`src/rtl/aes_key_expand.sv`:
```
// AES-128 key schedule: iterative, one round key per clock into an 11-entry store; rd_key is registered (1 cycle).
// Key accepted in IDLE/READY when key_valid; key_ready low for the 10 expansion cycles, key_valid then ignored.
module aes_sbox (
  input  logic [7:0] a_i,
  output logic [7:0] y_o
);
  localparam logic [2047:0] SBOX = {
    128'h637c777bf26b6fc53001672bfed7ab76, 128'hca82c97dfa5947f0add4a2af9ca472c0,
    128'hb7fd9326363ff7cc34a5e5f171d83115, 128'h04c723c31896059a071280e2eb27b275,
    128'h09832c1a1b6e5aa0523bd6b329e32f84, 128'h53d100ed20fcb15b6acbbe394a4c58cf,
    128'hd0efaafb434d338545f9027f503c9fa8, 128'h51a3408f929d38f5bcb6da2110fff3d2,
    128'hcd0c13ec5f974417c4a77e3d645d1973, 128'h60814fdc222a908846eeb814de5e0bdb,
    128'he0323a0a4906245cc2d3ac629195e479, 128'he7c8376d8dd54ea96c56f4ea657aae08,
    128'hba78252e1ca6b4c6e8dd741f4bbd8b8a, 128'h703eb5664803f60e613557b986c11d9e,
    128'he1f8981169d98e949b1e87e9ce5528df, 128'h8ca1890dbfe6426841992d0fb054bb16
  };

  // Entry 0 sits in the top byte of the packed table.
  logic [10:0] idx;
  assign idx = {~a_i, 3'b000};
  assign y_o = SBOX[idx +: 8];
endmodule

module aes_key_expand #(
  parameter int NUM_ROUNDS = 10,
  parameter int KEY_WIDTH  = 128
) (
  input  logic                 clk,
  input  logic                 reset,
  input  logic [KEY_WIDTH-1:0] key_in,
  input  logic                 key_valid,
  output logic                 key_ready,
  output logic                 keys_valid,
  input  logic [3:0]           rd_idx,
  output logic [KEY_WIDTH-1:0] rd_key,
  output logic                 busy
);
  if (NUM_ROUNDS != 10 || KEY_WIDTH != 128) begin : g_param_check
    $error("aes_key_expand supports only AES-128 (NUM_ROUNDS=10, KEY_WIDTH=128)");
  end

  typedef enum logic [1:0] {IDLE, EXPAND, READY} state_t;

  state_t         state_q, state_d;
  logic           accept;
  logic [3:0]     cnt_q;
  logic [127:0]   work_q;
  logic [127:0]   store_q [0:10];
  logic [127:0]   rd_key_q;
  logic [127:0]   next_rk;
  logic [7:0]     rcon;
  logic [31:0]    p0, p1, p2, p3, rot, sub, t, w0, w1, w2, w3;

  always_comb begin
    rcon = 8'h00;
    case (cnt_q)
      4'd1:    rcon = 8'h01;
      4'd2:    rcon = 8'h02;
      4'd3:    rcon = 8'h04;
      4'd4:    rcon = 8'h08;
      4'd5:    rcon = 8'h10;
      4'd6:    rcon = 8'h20;
      4'd7:    rcon = 8'h40;
      4'd8:    rcon = 8'h80;
      4'd9:    rcon = 8'h1b;
      4'd10:   rcon = 8'h36;
      default: rcon = 8'h00;
    endcase
  end

  assign {p0, p1, p2, p3} = work_q;
  assign rot = {p3[23:0], p3[31:24]};

  for (genvar b = 0; b < 4; b++) begin : g_sbox
    aes_sbox u_sbox (.a_i(rot[8*b +: 8]), .y_o(sub[8*b +: 8]));
  end

  assign t  = sub ^ {rcon, 24'h0};
  assign w0 = p0 ^ t;
  assign w1 = p1 ^ w0;
  assign w2 = p2 ^ w1;
  assign w3 = p3 ^ w2;
  assign next_rk = {w0, w1, w2, w3};

  always_comb begin
    state_d = state_q;
    accept  = 1'b0;
    case (state_q)
      IDLE, READY: begin
        if (key_valid) begin
          accept  = 1'b1;
          state_d = EXPAND;
        end
      end
      EXPAND: begin
        if (cnt_q == 4'd10) state_d = READY;
      end
      default: state_d = IDLE;
    endcase
  end

  always_ff @(posedge clk or posedge reset) begin
    if (reset) state_q <= IDLE;
    else       state_q <= state_d;
  end

  always_ff @(posedge clk or posedge reset) begin
    if (reset) begin
      for (int i = 0; i < 11; i++) store_q[i] <= '0;
      work_q   <= '0;
      cnt_q    <= '0;
      rd_key_q <= '0;
    end else begin
      if (accept) begin
        store_q[0] <= key_in;
        work_q     <= key_in;
        cnt_q      <= 4'd1;
      end else if (state_q == EXPAND) begin
        store_q[cnt_q] <= next_rk;
        work_q         <= next_rk;
        cnt_q          <= (cnt_q == 4'd10) ? 4'd0 : cnt_q + 4'd1;
      end
      // Reads see the store before this edge's write.
      rd_key_q <= (rd_idx <= 4'd10) ? store_q[rd_idx] : '0;
    end
  end

  assign key_ready  = (state_q != EXPAND);
  assign keys_valid = (state_q == READY);
  assign busy       = (state_q == EXPAND);
  assign rd_key     = rd_key_q;
endmodule

```
`config.mk`:
```
export PLATFORM = sky130hd
export DESIGN_NAME = aes_key_expand
export DESIGN_NICKNAME = d
export VERILOG_FILES = /design/src/rtl/aes_key_expand.sv
export SDC_FILE = /design/constraint.sdc
export NUM_CORES = 2
export LEC_CHECK = 0
export BUFFER_PORTS_ARGS = -buffer_cell sky130_fd_sc_hd__buf_2
export CAP_MARGIN = 15
export CORE_MARGIN = 2
export CORE_UTILIZATION = 46
export DETAILED_ROUTE_END_ITERATION = 12
export PLACE_DENSITY = 0.59
export REMOVE_ABC_BUFFERS = 1
export SLEW_MARGIN = 10
export SYNTH_ARGS = -nofsm -noshare
export SYNTH_HDL_FRONTEND = slang
export SYNTH_SLANG_ARGS = --single-unit
```
`constraint.sdc`:
```
create_clock -name clk -period 75.7 [get_ports clk]
set_input_delay 15.14 -clock clk [delete_from_list [all_inputs] [get_ports clk]]
set_output_delay 15.14 -clock clk [all_outputs]
set_load 0.01 [all_outputs]
```
# Yosys cells after proc, flatten, opt, wreduce, memory -nomap -nowiden
# Memories as Yosys holds them, arrays and structs flattened.
# Index checks and enable logic that the tools add are counted.
# op_classes
eq_ne,6
magnitude_cmp,4
reduce_logical,6
n_shift,4
n_addsub,1
n_bitwise,12
n_mux,19
n_mul,0
div_mod_pow,0
# ops
operator,n
$shiftx 2048x12->8 const A,4
$bwmux 1408,1
$mux 1408,1
$mux 128,7
$bmux 128 s4,1
$demux 128 s4,1
$xor 32x32->32,5
$not 8->8,4
$mux 4,3
$ge 5x5->1 const B,2
$not 4->5,2
$lt 5x1->1 const B,1
$add 4x1->4 const B,1
$eq 4x4->1 const B,1
$le 4x4->1 const B,1
$mux 2,2
$ne 2x1->1 const B,2
$pmux 2 s2,1
$reduce_and 2->1,2
$eq 2x1->1 const B,1
$eq 2x2->1 const B,1
$logic_not 2->1,1
$mux 1,2
$ne 2x2->1 const B,1
4 further kinds,4
# word_totals
ramBits,0
wordCells,68
ff_bits,1670
latch_bits,0
memories,1
romBits,128
output_inout_bits,131
# mem_list
memory,depth,word_bits,rd,rd_clocked_by_memory_dff,wr,line_no,rtl
(name not given),16,8,1,0,0,56,case (cnt_q)

# Depth between registers and ports, before layout
# depth
depth_word,10
ltp_mapped,17

# Hierarchy
# Synthesis repeated with hierarchy kept, for this count alone.
# unflattened
hier_cells,8884
area_unflattened_um2,86083.8
# modules_own_cells
module,cells_per_inst,area_per_inst_um2,instances
aes_key_expand,6744,72495.8,1
aes_sbox,535,3397.0,4

# Worst setup path before layout
# Ideal clock, no wire load.
# synth_timing
kind,input -> register
from,input port rd_idx[0]
to,"register rd_key_q[107], in the netlist rd_key[107]"
required_ns,75.562
t_arrival_ns,16.948
n_path_buf,5
setup_ns,0.138
cell_stages,8
slack_ns,58.614
cell_sequence,clkbuf_1 clkbuf_1 buf_1 nand2_1 nand3b_1 clkbuf_1 clkbuf_1 o22ai_1
# synth_via
elab_chain_len,5
word_cells_on_any_way,6
cone_classes,order compare (1); mux (4); bitwise (1)
# synth_lines
item,line_no,rtl
"start, declared",34,"input logic [3:0] rd_idx,"
$not 4->5 (not written as such),124,rd_key_q <= (rd_idx <= 4'd10) ? store_q[rd_idx] : '0;
$bmux 128 s4,124,
$mux 128 (not written as such) (2 in a row),124,
$mux 128 *,124,
"end signal, assigned",124,
"end, declared",49,logic [127:0] rd_key_q;
# Mark *: on every way between the ends. The rest lies on a longest branch, timed or not. The select of a mux whose other input is x is not followed.
# A chain may end at the register's enable or synchronous reset.

==> out/results.txt <==
outcome: finished clean
post-route setup TNS: 0 ns
Die Span Y: 439.1 um
CTS Buffer Depth: 3
Post-Syn Instances: 8983
max_slew headroom: 20.65%
CP Cell Sequence: buf_2, inv_8, buf_4, buf_12, buf_4, buf_4, buf_12
grt total ovfl: 0
syn avg cell area: 9.693 um2
routability cong.: 0.9893
RSZ-0062 raised after global routing: no
total of warnings raised by yosys: 0
dpl cell area: 0.08943 mm2
Distinct cells, synth: 98
Min-Delay Startpoint: store_q[903]$_DFFE_PP0P_
Die Wd: 439.1 um
#FFs+latches synth: 1670
Crit. End Element: async pin
achievable frequency: 51.38 MHz
r2r setup slk: 69.33 ns
HP Class: flip-flop to flip-flop
RR Endpoint: store_q[406]$_DFFE_PP0P_
Pre-antenna DRT Iters: 7
DRC: 0
slowest CP cell: buf_4
row count: 159
CP max stage delay: 0.89 ns
Async S/R FF share, synth: 100.0%
Via density: 6.220
Initial Util: 46.32%
end of the critical path: work_q[18]$_DFFE_PP0P_
Detail Route Antenna Nets: 0
core area: 0.1880 mm2
initial drt markers: 7388
Clk Latency, worst-skew pair: 0.85 ns
fillers: 17340
fin crit share: 25.71%
sequential element share of the synthesized area: 47.99%
vias in the first global route: 69210
die area: 0.1928 mm2
Reg2Reg Depth: 12
Required @ worst endpoint: 76.40 ns
final-stage net count: 8870
Clock Skews: 0.04779 ns
Synth Flop Type: dfrtp_1
CTS sink cnt: 1670
clock transition at the registers of the reported paths: 0.06 ns
first-pass GRT wire length: 457.6 mm
H-Tree Depth: 4
CP Max Fanout: 186
Pins Over Slew Limit: 0
commonest non-fill, non-tap cell in the layout: dfrtp_1
mapped cell area: 0.08708 mm2
Clock Tree Root: clkbuf_16
final instance area: 0.09556 mm2
Tightest Pin Transition: 1.190 ns
hold slack: 0.4718 ns
Post-CTS Setup Inserts: 0
share of cells above drive strength 1: 13.37%
Setup-failing EPs final: 0
max cap viols: 0
via count: 70430
Crit Reg-Reg Startpoint: work_q[8]$_DFFE_PP0P_
EDFF count, synth: 0
initial antenna violation count: 10
Worst Path Arrival: 20.16 ns
TritonCTS Buffers: 181
worst setup path start: reset
Hold-fix buffers, CTS: 0
commonest non-fill, non-tap cells in the layout: dfrtp_1, nand2_1, o21ai_0
Tot GR Track Use: 31.39%
HPWL after DPL: 179.1 mm
I/O Pins: 266
minimum clock period: 19.46 ns
post-cts sizing count: 0
CTS tree: done
crit path launch type: primary input
# port buffers: 265
Total Wirelength: 304.3 mm
Final Hold Viols: 0
Critical Path Most Common Cell: buf_4
wire per inst: 26.87 um
Critical Setup Path Class: primary input to async pin
Layout area overhead: 9.747%
largest net degree at the start of global routing: 187
[cell type report]
| type | count | area [um2] | area share (%) |
|---|---|---|---|
| Inverter | 61 | 239.0 | 0.2501 |
| Multi-Input combinational cell | 6328 | 41480 | 43.41 |
| Timing Repair Buffer | 432 | 2779 | 2.908 |
| Tap cell | 2495 | 3122 | 3.267 |
| Clock buffer | 280 | 5483 | 5.737 |
| Sequential cell | 1670 | 41810 | 43.75 |
| Clock inverter | 55 | 640.6 | 0.6704 |
| Antenna cell | 1 | 2.502 | 0.002619 |
[critical path: cells and delay by family]
kind                   cells  cell delay (ns)
buffers and inverters      7             4.44
[metal layers]
layer / vias to the layer above / GRT usage (%) / part of all wire [%]
met3: 668 / 5.159 / 6.9
met2: 2896 / 49.27 / 46
met5: - / 0 / 0.0056
li1: 31400 / - / -
met4: 2 / 12.43 / 4.2
met1: 35460 / 43.60 / 43
[worst min-delay path by stage]
| stage | end | slack, ns | depth (start not counted) |
|---|---|---|---|
| floorplan | store_q[742]$_DFFE_PP0P_ | 0.44 | 2 |
| finish | store_q[903]$_DFFE_PP0P_ | 0.47 | 2 |
| CTS | store_q[905]$_DFFE_PP0P_ | 0.48 | 2 |
| global placement | store_q[1380]$_DFFE_PP0P_ | 0.46 | 1 |
| detailed placement | store_q[742]$_DFFE_PP0P_ | 0.46 | 2 |
| global route | store_q[905]$_DFFE_PP0P_ | 0.49 | 2 |
[logic make-up after synthesis]
family	count (synthesis)	share of synthesized area, %
buf+inv	985	4.571
xor+xnor	251	2.953
compound gates	2809	19.26
simple gates	2574	12.73
fa+ha+maj	63	0.8995
flops	1670	47.99
mux	631	11.60
[per-stage QoR]
stage / util [%] / worst slack (ns) / std cells
2_1_floorplan: - / 13.43 / 8059
4_1_cts: 50.83 / 56.14 / 11320
6_report: 50.83 / 56.24 / 11320
3_3_place_gp: 47.57 / 55.31 / 10990
5_1_grt: 50.83 / 55.45 / 11320
3_5_place_dp: 47.57 / 55.22 / 10990
[cells in the mapped netlist (21+ instances only)]
library cell	instances	area share, %
nor3_1	77	0.44
buf_4	22	0.19
o32ai_1	21	0.21
o311ai_0	47	0.47
buf_2	129	0.74
a22oi_1	24	0.21
clkbuf_1	697	3.0
a211oi_1	96	0.83
xor2_1	65	0.65
a21oi_1	387	2.2
nand3_1	86	0.49
o21ai_0	1462	8.4
dfrtp_1	1670	48
a221oi_1	22	0.22
mux2i_1	291	3.3
buf_1	70	0.30
a311oi_1	55	0.55
o31ai_1	26	0.22
ha_1	61	0.88
a21o_1	53	0.46
nor2b_1	101	0.73
o211ai_1	99	0.85
nor2_1	400	1.7
or3_1	50	0.36
and2_1	37	0.27
xnor2_1	157	1.6
mux4_2	298	7.7
o221ai_1	22	0.22
or2_2	28	0.20
o21a_1	56	0.48
mux2_2	42	0.54
nand2_1	1577	6.8
o22ai_1	159	1.1
a31oi_1	76	0.55
inv_1	47	0.20
nand2b_1	100	0.72
[registers in the layout (all words and copies together) (netlist names)]
register and count:
store_q 1408, rd_key 128, cnt_q 4, work_q 128, state_q 2
Power is not shown: default switching activity piles up to over one toggle a cycle in this logic, so the estimate is an artifact.
